==> config.mk <==
export PLATFORM = sky130hd
export DESIGN_NAME = div
export DESIGN_NICKNAME = d
export VERILOG_FILES = /design/src/rtl/cpu_div_pkg.sv /design/src/rtl/div_step.sv /design/src/rtl/div.sv
export SDC_FILE = /design/constraint.sdc
export NUM_CORES = 1
export LEC_CHECK = 0
export ABC_AREA = 1
export CAP_MARGIN = 20
export CORE_MARGIN = 3
export CORE_UTILIZATION = 35
export DETAILED_ROUTE_END_ITERATION = 12
export HOLD_SLACK_MARGIN = 0.02
export PLACE_DENSITY = 0.64
export REMOVE_ABC_BUFFERS = 1
export SYNTH_ARGS = -nofsm -noshare
export SYNTH_HDL_FRONTEND = slang
export SYNTH_HIERARCHICAL = 1
export SYNTH_SLANG_ARGS = --single-unit
==> constraint.sdc <==
create_clock -name clk -period 5.8 [get_ports clk]
set_input_delay 0.87 -clock clk [delete_from_list [all_inputs] [get_ports clk]]
set_output_delay 0.87 -clock clk [all_outputs]
set_load 0.02 [all_outputs]
==> src/rtl/cpu_div_pkg.sv <==
// Shared definitions for the sequential integer divider: FSM states and sizing.
package cpu_div_pkg;

   localparam int unsigned DIV_WIDTH = 32;
   localparam int unsigned DIV_CNT_W = 5;

   typedef enum logic [1:0] {
      IDLE = 2'd0,
      RUN  = 2'd1,
      FIX  = 2'd2
   } div_state_t;

endpackage

==> src/rtl/div_step.sv <==
// One restoring shift-subtract iteration: shift in a dividend bit, compare, subtract.
module div_step
   import cpu_div_pkg::*;
#(
   parameter int unsigned WIDTH = DIV_WIDTH
) (
   input  logic [WIDTH-1:0] rem,
   input  logic             bit_in,
   input  logic [WIDTH-1:0] dvs,
   output logic [WIDTH-1:0] rem_nxt,
   output logic             q_bit
);

   logic [WIDTH:0] shifted;

   // Compare at WIDTH+1 bits so a carried-out remainder bit is never lost.
   always_comb begin
      shifted = {rem, bit_in};
      q_bit   = (shifted >= {1'b0, dvs});
      rem_nxt = q_bit ? (shifted[WIDTH-1:0] - dvs) : shifted[WIDTH-1:0];
   end

endmodule

==> src/rtl/div.sv <==
// Sequential restoring divider for MIPS div/divu (quotient to lo_out, remainder to hi_out).
// Optional DIV_ZERO_DETECT_EN: a zero divisor finishes in one cycle with div_zero set.
module div
   import cpu_div_pkg::*;
#(
   parameter int unsigned WIDTH = DIV_WIDTH
) (
   input  logic             clk,
   input  logic             reset,
   input  logic [WIDTH-1:0] a_in,
   input  logic [WIDTH-1:0] b_in,
   input  logic             div_signed,
   input  logic             div_control,
   output logic [WIDTH-1:0] hi_out,
   output logic [WIDTH-1:0] lo_out,
   output logic             div_end,
   output logic             div_zero
);

   localparam int unsigned CW = $clog2(WIDTH);
   localparam logic [CW-1:0] LAST = CW'(WIDTH - 1);

   div_state_t state, state_nxt;

   logic [CW-1:0]    cnt;
   logic [WIDTH-1:0] rem;
   logic [WIDTH-1:0] dvd;
   logic [WIDTH-1:0] dvs;
   logic [WIDTH-1:0] quot;
   logic             sign_q;
   logic             sign_r;

   logic [WIDTH-1:0] rem_step;
   logic             q_bit;
   logic [WIDTH-1:0] abs_a;
   logic [WIDTH-1:0] abs_b;
   logic             zero_hit;

`ifdef DIV_ZERO_DETECT_EN
   assign zero_hit = (b_in == '0);
`else
   assign zero_hit = 1'b0;
`endif

   assign abs_a = (div_signed && a_in[WIDTH-1]) ? -a_in : a_in;
   assign abs_b = (div_signed && b_in[WIDTH-1]) ? -b_in : b_in;

   div_step #(.WIDTH(WIDTH)) u_step (
      .rem     (rem),
      .bit_in  (dvd[WIDTH-1]),
      .dvs     (dvs),
      .rem_nxt (rem_step),
      .q_bit   (q_bit)
   );

   always_ff @(posedge clk or negedge reset) begin
      if (!reset) state <= IDLE;
      else        state <= state_nxt;
   end

   always_comb begin
      state_nxt = state;
      case (state)
         IDLE:    if (div_control && !zero_hit) state_nxt = RUN;
         RUN:     if (cnt == LAST) state_nxt = FIX;
         FIX:     state_nxt = IDLE;
         default: state_nxt = IDLE;
      endcase
   end

   always_ff @(posedge clk or negedge reset) begin
      if (!reset) begin
         cnt      <= '0;
         rem      <= '0;
         dvd      <= '0;
         dvs      <= '0;
         quot     <= '0;
         sign_q   <= 1'b0;
         sign_r   <= 1'b0;
         hi_out   <= '0;
         lo_out   <= '0;
         div_end  <= 1'b0;
         div_zero <= 1'b0;
      end else begin
         div_end  <= 1'b0;
         div_zero <= 1'b0;
         case (state)
            IDLE: begin
               if (div_control) begin
                  if (zero_hit) begin
                     div_end  <= 1'b1;
                     div_zero <= 1'b1;
                  end else begin
                     dvd    <= abs_a;
                     dvs    <= abs_b;
                     sign_q <= div_signed & (a_in[WIDTH-1] ^ b_in[WIDTH-1]);
                     sign_r <= div_signed & a_in[WIDTH-1];
                     rem    <= '0;
                     quot   <= '0;
                     cnt    <= '0;
                  end
               end
            end
            RUN: begin
               rem  <= rem_step;
               dvd  <= {dvd[WIDTH-2:0], 1'b0};
               quot <= {quot[WIDTH-2:0], q_bit};
               cnt  <= cnt + 1'b1;
            end
            FIX: begin
               lo_out  <= sign_q ? -quot : quot;
               hi_out  <= sign_r ? -rem : rem;
               div_end <= 1'b1;
            end
            default: ;
         endcase
      end
   end

endmodule
==> run metrics, run 1 <==
number of CTS-inserted buffers=22; Core Footprint=40000 sq um; RSZ-0062 raised after global routing=false; Slew @ Worst Pin=approximately 1.0 ns; Syn Inst Count=around 2100; layer with the highest usage=met2; Max Fanout on Critical Path=63; Final Non-Filler Cells=about 2800; Area Growth Syn to Fin=16.9%; worst hold path type=in2async; hold_buf cts=0; WL final=between 40 and 50 mm; DR WL/cell=between 15 and 20 um; met3 Use GR=between 2 and 3%; share of the yosys chip area belonging to registers=a little over a third; ys flop type=dfrtp_1; Max Clock Skew=0.0105 ns; antenna-violating nets left=0; share of layout cells above drive strength 1=4.51%; clk root buf=clkbuf_16; CP Cell Sequence=clkdlybuf4s50_1 > nand2_2 > buf_4 > inv_2 > nor2_4 > inv_2 > o21ai_0; Post-CTS Setup Bufs=0; hpwl dp=32.2 mm; Fin Setup TNS=0 ns; first-pass GRT wire length=between 60 and 70 mm; global-route total usage across every layer=between 10% and 20%; final worst-path setup slack=1.99 ns; routing usage on met2=approximately 30%; YS warnings=6; ant diodes=0; Pleak=around 8.3 nW; post-synthesis area per instance=6.70 sq um; final hold slack=between 0.3 and 0.4 ns; number of gates resized after cts=0; setup violators final=0; vias per inst=4.97; PwrDens=between 500 and 600 nW/um^2; largest net degree at the start of global routing=roughly 120; Slew headroom=approximately 30%; Achievable Freq=262 MHz; Cell Area, Synth=around 14000 sq um; number of max-cap violations=0; critical path type=in2reg; final worst path period need=3.81 ns; fin nets=approximately 2300; fin crit share=65.7%; CTS tree=built; Worst path max stage delay=about 0.8 ns; total power=around 10 mW; H-tree depth=1; Crit path required time=between 6 and 7 ns; DP Cell Count=roughly 2700; Vias=approximately 14000; Slowest cell on crit path=nor2_4; Worst-path clk slew=approximately 0.060 ns; final global-route overflow total=0; run status=finished clean; Crit path top cell by count=inv_2; Port Buf Inserts=~130; pre-CTS setup slack=about 1.4 ns; total number of placement rows=73; Synth cell types=46; worst vdd ir=~210 uV; critical path capture point type=flop; initial core utilization=a little over a third; EDFF count, synth=0; Die Area=about 43000 sq um; DIE WIDTH=between 200 and 250 um; 1st-pass router iterations=5; number of synthesized register bits=around 200; CP startpoint kind=input pin; Die H=~210 um; number of clock sinks=202; final RePlAce weighted congestion=between 0.9 and 1; initial drt markers=1108; count of pins over their slew limit=0; clk_lat worst skew=~0.53 ns; IO Pins=134; initial antenna violation count=0; ys async rst share=100%; worst-case clock buffer depth=3; GR Util met1=27.3%; vias in the first global route=13200; final hold vios=0; WP data arrival=between 4 and 5 ns; drt drc=0
## cell usage after synthesis, types with 11 or more instances
cell type | instances | area share, %
o22ai_1 | 33 | 1.4
a21oi_1 | 37 | 1.3
nand3_2 | 15 | 1.1
nand4_1 | 33 | 1.4
o21ai_1 | 21 | 0.74
nor3_1 | 11 | 0.39
dfrtp_1 | 202 | 35
o21ai_0 | 122 | 4.3
nand3_1 | 197 | 6.9
nand2_1 | 706 | 19
inv_1 | 280 | 7.4
a22oi_1 | 27 | 1.4
clkbuf_1 | 17 | 0.45
buf_2 | 36 | 1.3
xor2_1 | 54 | 3.3
nand3b_1 | 17 | 0.89
nor2_1 | 189 | 5.0
ha_1 | 38 | 3.3
## worst paths after layout
path                                        start                endpoint  slack [ns]  cells past startpoint
max                                   div_control      rem[7]$_DFFE_PN0P_        1.99                      7
min                                         reset      dvs[1]$_DFFE_PN0P_        0.34                      1
max reg2reg                  state[0]$_DFFE_PN0P_      rem[7]$_DFFE_PN0P_        2.18                      7
min reg2reg                hi_out[23]$_DFFE_PN0P_  hi_out[23]$_DFFE_PN0P_        0.48                      2
max in group asynchronous                   reset  lo_out[29]$_DFFE_PN0P_        4.35                      2
min in group clk           hi_out[23]$_DFFE_PN0P_  hi_out[23]$_DFFE_PN0P_        0.48                      2
## critical path, delay by kind of cell
| family | cells | cell delay, ns |
|---|---|---|
| buffers and inverters | 4 | 1.99 |
| AND/OR/NAND/NOR | 2 | 0.89 |
| AO/OA/AOI/OAI | 1 | 0.36 |
## kinds of logic after synthesis
kind of cell | count (synthesis) | synth area share [%]
AO/OA/AOI/OAI | 262 | 10.4
XOR/XNOR | 61 | 3.74
adder cells (fa/ha/maj) | 39 | 3.47
buffers and inverters | 352 | 10.2
flip-flops | 202 | 35.4
other | 1 | 0.0263
AND/OR/NAND/NOR | 1212 | 36.7
## metal layers
metal | wire length, um | share of wire (%) | up-vias
li1 | - | - | 6984
met1 | 20100 | 48 | 6302
met2 | 18500 | 44 | 374
met3 | 2260 | 5.3 | 77
met4 | 1240 | 2.9 | 0
met5 | 0 | 0 | -
## through the flow
| step | util, % | cell area, sq um |
|---|---|---|
| CTS | 41.7 | 16700 |
| floorplan | - | 13900 |
| finish | 41.7 | 16700 |
| global placement | 39.8 | 15900 |
| global route | 41.7 | 16700 |
| detailed placement | 39.8 | 15900 |
## final cells by class
cell class	instances	area (sq um)
inverters	285	1070
multi-input cells	1575	7760
well taps	525	657
fillers	4268	23300
repair buffers	138	1380
flip-flops and latches	202	5050
clock inverters	11	144
clock buffers	29	607
## report_power, final
part           internal (mW)  total [mW]  switching (mW)
combinational           2.09        6.00            3.90
sequential              1.95        2.51           0.555
clock                  0.872        1.46           0.588
## cells in the final DEF (no fill, tap or decap), types with 4 or more instances in the layout
| cell type | n |
|---|---|
| inv_1 | 279 |
| nand4_1 | 33 |
| clkbuf_8 | 4 |
| dfrtp_1 | 202 |
| nand3_2 | 15 |
| xor2_1 | 54 |
| nand2_2 | 10 |
| a22oi_1 | 27 |
| nor2_2 | 7 |
| o21ai_1 | 21 |
| clkbuf_1 | 4 |
| xnor2_1 | 7 |
| nor3_1 | 11 |
| clkinv_2 | 6 |
| a21oi_1 | 37 |
| nor2_4 | 8 |
| a31oi_1 | 7 |
| ha_1 | 38 |
| clkbuf_16 | 22 |
| o22ai_1 | 33 |
| and2_1 | 10 |
| nand3b_1 | 17 |
| nand3_1 | 197 |
| inv_2 | 4 |
| clkdlybuf4s50_1 | 131 |
| nor2_1 | 188 |
| o21ai_0 | 122 |
| nand2_1 | 706 |
| buf_4 | 5 |
## sequential cells by signal, summed over array words and instances (netlist names)
| register | count |
|---|---|
| div_end | 1 |
| rem | 32 |
| lo_out | 32 |
| sign_q | 1 |
| quot | 32 |
| dvd | 32 |
| dvs | 32 |
| sign_r | 1 |
| state | 2 |
| cnt | 5 |
| hi_out | 32 |
(Power assumes the default switching activity.)
==> run 2, diff against run 1 <==
==> constraint.sdc (replaced) <==
create_clock -name clk -period 3.9 [get_ports clk]
set_input_delay 0.585 -clock clk [delete_from_list [all_inputs] [get_ports clk]]
set_output_delay 0.585 -clock clk [all_outputs]
set_load 0.02 [all_outputs]
==> run 2 against run 1 <==
  * Final area increased by 0.53%
  * Non-clock buffer count increased by 7
  * Core utilization up 0.22 points
  * Final cell count is 0.33% higher
  * Die area did not move
  * Largest cell class unchanged
==> run metrics, run 2 (synthesis gave the netlist of run 1 again) <==
number of gates resized after cts=0; Port Buf Inserts=between 100 and 150; # fillers=between 4000 and 5000; fin crit share=73.2%; PwrDens=about 900 nW/um^2; Achievable Freq=350 MHz; Slew @ Worst Pin=approximately 0.84 ns; worst-case clock buffer depth=3; most frequent cells in the layout=706 x nand2_1, 279 x inv_1, 202 x dfrtp_1, 197 x nand3_1, 188 x nor2_1; Pleak=~8.4 nW; final worst-path setup slack=~1.0 ns; Clk network pwr share=~15%; switch share=between 50% and 60%; critical path capture point type=flop; Vias=roughly 14000; setup violators final=0; CP Cell Sequence=ha_1 > a21oi_1 > nand2_1 > a21oi_1 > nand2_1 > nor2_4 > nand2_8 > nand3_1 > nand2_1 > a32o_1; worst vdd ir=roughly 350 uV; hpwl dp=around 33 mm; sequential power share=between 20% and 30%; final global-route overflow total=0; worst r2r src=rem[27]$_DFFE_PN0P_; Worst path max stage delay=0.51 ns; R2R depth=10; global-route total usage across every layer=slightly below 20%; CTS tree=built; Crit. Startpoint=rem[27]$_DFFE_PN0P_; Crit path top cell by count=nand2_1; final worst path period need=between 2 and 3 ns; final RePlAce weighted congestion=slightly above 0.9; pre-CTS setup slack=approximately 1.1 ns; Die Area=about 43000 sq um; Combinational Power Share=between 60% and 70%; share of layout cells above drive strength 1=approximately 4.8%; initial antenna violation count=0; Max Fanout on Critical Path=35; Area Growth Syn to Fin=17.5%; Max Clock Skew=between 0.01 and 0.015 ns; CP startpoint kind=flop; Worst-path clk slew=about 0.060 ns; ant diodes=0; 1st-pass router iterations=5; most common cell after layout, fill and taps aside=nand2_1; Storage cell area=between 5000 and 6000 sq um; Slowest cell on crit path=dfrtp_1; WP data arrival=~3.3 ns; DIE WIDTH=about 210 um; largest net degree at the start of global routing=between 80 and 90; DP Cell Count=between 2000 and 3000; hold_buf cts=0; critical path type=reg2reg; end of the critical path=rem[27]$_DFFE_PN0P_; Post-CTS Setup Bufs=0; area of the multi-input gates=slightly below 8000 sq um; worst hold path type=in2async; Crit path required time=4.32 ns; Die H=around 210 um; drt drc=0; P_int=around 7.4 mW; Fin Setup TNS=0 ns; vias per inst=a little under 5; Core Util, Final=41.9%; RSZ-0062 raised after global routing=false; initial core utilization=35.7%; Slew headroom=between 40% and 50%; vias in the first global route=between 10000 and 15000; number of CTS-inserted buffers=24; Sw Pwr=7.67 mW; initial drt markers=around 1100; number of max-cap violations=0; count of pins over their slew limit=0; Core Footprint=40000 sq um; IO Pins=about 130; first-pass GRT wire length=between 70 and 80 mm; H-tree depth=1; worst flop-to-flop path endpoint=rem[27]$_DFFE_PN0P_; antenna-violating nets left=0; clk_lat worst skew=0.54 ns; Final Non-Filler Cells=between 2000 and 3000; fin nets=2340; number of clock sinks=just over 200; WL final=between 40 and 50 mm; run status=finished clean; clk root buf=clkbuf_16; final hold vios=0; DR WL/cell=15.8 um; r2r setup slk=1.05 ns; total number of placement rows=73
==> run 2: area by class of cell <==
| class | instances | share of cell area [%] |
|---|---|---|
| clock inverter | 9 | 0.657 |
| clock buffer | 33 | 3.96 |
| multi-input combinational | 1575 | 46.3 |
| sequential | 202 | 30.1 |
| timing repair buffer | 145 | 8.63 |
| tap | 525 | 3.92 |
| inverter | 285 | 6.41 |
==> run 2: through the flow <==
| step | cell area [sq um] | hold WS (ns) | power, mW |
|---|---|---|---|
| finish | 16800 | 0.0972 | 15.1 |
| global route | 16800 | 0.163 | 16.5 |
| CTS | 16700 | 0.121 | 15.0 |
| detailed placement | 16000 | 0.470 | 12.7 |
| global placement | 16000 | 0.465 | 12.6 |
| floorplan | 13900 | 0.289 | 10.0 |
==> run 2: critical path: cells and delay by family (launching register included) <==
family                     cells  cell delay, ns
adders and majority gates      1            0.40
DFF                            1            0.51
AOI/OAI and AO/OA              3            0.75
and+or+nand+nor                6            1.08
==> run 2: power groups by stage <==
stage                     clock (mW)  combinational (mW)  sequential, mW
after global routing            2.39                10.4            3.77
after floorplan                    0                6.48            3.54
final                           2.25                9.15            3.66
after detailed placement           0                9.04            3.68
after CTS                       2.31                9.08            3.65
after global placement             0                9.00            3.65
==> run 2: routing by layer <==
metal / global-route usage, % / vias to the layer above / part of all wire [%]
met1: 28.3 / 6342 / 48
met2: 32.2 / 371 / 45
met4: 4.32 / 0 / 1.6
met3: 2.29 / 45 / 5.5
met5: 0 / - / 0
li1: - / 7019 / -
==> run 2: worst min-delay path by stage <==
stage	startpoint	endpoint	depth (start not counted)
2_1_floorplan	reset	cnt[0]$_DFFE_PN0P_	0
3_3_place_gp	hi_out[2]$_DFFE_PN0P_	hi_out[2]$_DFFE_PN0P_	2
3_5_place_dp	dvs[16]$_DFFE_PN0P_	dvs[16]$_DFFE_PN0P_	2
4_1_cts	reset	dvs[7]$_DFFE_PN0P_	1
5_1_grt	reset	dvs[7]$_DFFE_PN0P_	1
6_report	reset	dvs[7]$_DFFE_PN0P_	1
==> run 3, diff against run 2 <==
==> constraint.sdc (replaced) <==
create_clock -name clk -period 2.8 [get_ports clk]
set_input_delay 0.42 -clock clk [delete_from_list [all_inputs] [get_ports clk]]
set_output_delay 0.42 -clock clk [all_outputs]
set_load 0.02 [all_outputs]
==> run 3 against run 2 <==
  * Setup slack got worse by 0.94 ns
  * Worst hold slack improved by 0.37 ns
  * Sequential share of layout area fell by 0.69 points
  * Via count rose by 2.9%
  * Clock skew rose by 0.0025 ns
  * Sequential power rose by 37%
  * Clock power rose by 50%
  * Sequential cell count did not move
  * Combinational power rose by 48%
  * Critical path depth rose by 4
  * Fmax rose by 5.9%
  * Register-to-register slack got worse by 0.94 ns
  * Critical path type unchanged
  * Critical endpoint is now rem[25]$_DFFE_PN0P_
  * Largest cell class unchanged
  * Largest power group unchanged
  * Highest routed layer unchanged
==> run metrics, run 3 (synthesis gave the netlist of run 1 again) <==
run status=finished clean; fin crit share=slightly below 100%; sequential power share=approximately 23%; number of clock sinks=between 200 and 250; final hold vios=0; Max Fanout on Critical Path=16; H-tree depth=1; number of max-cap violations=0; Worst path max stage delay=around 0.49 ns; WP data arrival=about 3.1 ns; Core Util, Final=42.9%; most common cell after layout, fill and taps aside=nand2_1; Die H=just over 200 um; DR WL/cell=around 16 um; hpwl dp=~34 mm; worst hold path type=in2async; WP buf/inv=2; # fillers=~4300; Max Clock Skew=~0.013 ns; Vias=around 14000; Largest delay share family, worst path=simple AND/OR/NAND/NOR gates; final RePlAce weighted congestion=about 0.9; ant diodes=0; RSZ-0062 raised after global routing=false; Die Area=approximately 43000 sq um; WL final=around 45 mm; final global-route overflow total=0; CTS tree=built; Slew headroom=approximately half; switch share=a little over 50%; total number of placement rows=73; worst r2r src=rem[3]$_DFFE_PN0P_; worst vdd ir=547 uV; total power=21.9 mW; CP startpoint kind=flop; critical path type=reg2reg; Core Footprint=40000 sq um; Achievable Freq=approximately 370 MHz; Worst-path clk slew=approximately 0.06 ns; vias per inst=just over 5; CP Cell Sequence=ha_1 > nand2_1 > nor2_1 > nand2_1 > nor3_2 > nand2_1 > nand2_1 > nor2_4 > buf_12 > buf_4 > nand3_1 > nand2_1 > nand2_1 > o21ai_0; DIE WIDTH=a little over 200 um; worst-case clock buffer depth=3; Crit path top cell by count=nand2_1; clk_lat worst skew=roughly 0.55 ns; share of layout cells above drive strength 1=approximately 6.4%; global-route total usage across every layer=around a fifth; final worst path period need=between 2 and 3 ns; first-pass GRT wire length=72.6 mm; Crit path required time=about 3.2 ns; P_int=about 11 mW; antenna-violating nets left=0; count of pins over their slew limit=0; largest net degree at the start of global routing=roughly 80; Crit. Startpoint=rem[3]$_DFFE_PN0P_; initial antenna violation count=0; Pleak=~8.6 nW; IO Pins=between 100 and 150; vias in the first global route=around 14000; drt drc=0; number of CTS-inserted buffers=25; Slew @ Worst Pin=around 0.75 ns; Slowest cell on crit path=dfrtp_1; Sw Pwr=11.0 mW; fin nets=around 2400; Port Buf Inserts=132; 1st-pass router iterations=5; critical path capture point type=flop; PwrDens=~1300 nW/um^2; initial drt markers=959; setup violators final=0; most frequent cells in the layout=706 x nand2_1, 279 x inv_1, 202 x dfrtp_1, 197 x nand3_1, 188 x nor2_1; Area Growth Syn to Fin=20.3%; Combinational Power Share=61.6%; Clk network pwr share=approximately 15%; clk root buf=clkbuf_16; initial core utilization=around 36%
run 3: final timing paths:
path / depth (start not counted) / slack [ns] / end
min in group clk: 2 / 0.48 / lo_out[12]$_DFFE_PN0P_
min: 2 / 0.47 / dvs[1]$_DFFE_PN0P_
min reg2reg: 2 / 0.48 / lo_out[12]$_DFFE_PN0P_
max reg2reg: 14 / 0.10 / rem[25]$_DFFE_PN0P_
max in group asynchronous: 3 / 1.62 / dvd[17]$_DFFE_PN0P_
max: 14 / 0.10 / rem[25]$_DFFE_PN0P_
run 3: cell type report:
cell class / count / area (sq um) / share of cell area (%)
clock buffers: 32 / 702 / 4.09
flip-flops and latches: 202 / 5050 / 29.5
inverters: 285 / 1070 / 6.26
clock inverters: 13 / 158 / 0.919
multi-input cells: 1576 / 7770 / 45.3
well taps: 525 / 657 / 3.83
repair buffers: 176 / 1740 / 10.1
run 3: what timing repair did:
action | in CTS | in global routing
hold buffers | 1 | 0
gates resized for setup | 0 | 3
endpoints found under the setup margin | 0 | 25
setup buffers | 0 | 2
endpoints found under the hold margin | 68 | 0
run 3: power by group through the flow:
stage | logic [mW] | registers [mW] | clock network [mW]
detailed placement | 13.1 | 5.04 | 0
global route | 15.1 | 5.14 | 3.61
floorplan | 9.03 | 4.94 | 0
global placement | 13.0 | 4.99 | 0
CTS | 13.2 | 5.00 | 3.49
finish | 13.5 | 5.02 | 3.38
run 3: metrics by stage:
step	setup slack, ns	area, sq um	hold slack (ns)	cells	TNS, ns
finish	0.105	17200	0.468	2809	0
floorplan	-0.892	13900	0.124	2062	-49.17
global route	0.0170	17200	0.496	2809	0
CTS	0.0153	17100	0.475	2806	0
detailed placement	0.0255	16200	0.467	2760	0
global placement	0.0656	16200	0.464	2760	0
run 3: layer usage:
metal,up-vias,GRT usage [%],part of all wire [%]
li1,7096,-,-
met1,6641,29.5,48
met2,396,32.6,45
met3,48,2.50,5.3
met4,0,4.53,1.7
met5,-,0,0
run 3: worst register-to-register path, cell delays in order (launching register included):
cell	delay (ns)
dfrtp_1	0.49
ha_1	0.42
nand2_1	0.14
nor2_1	0.24
nand2_1	0.10
nor3_2	0.11
nand2_1	0.09
nand2_1	0.11
nor2_4	0.06
buf_12	0.15
buf_4	0.20
nand3_1	0.09
nand2_1	0.05
nand2_1	0.05
o21ai_0	0.21
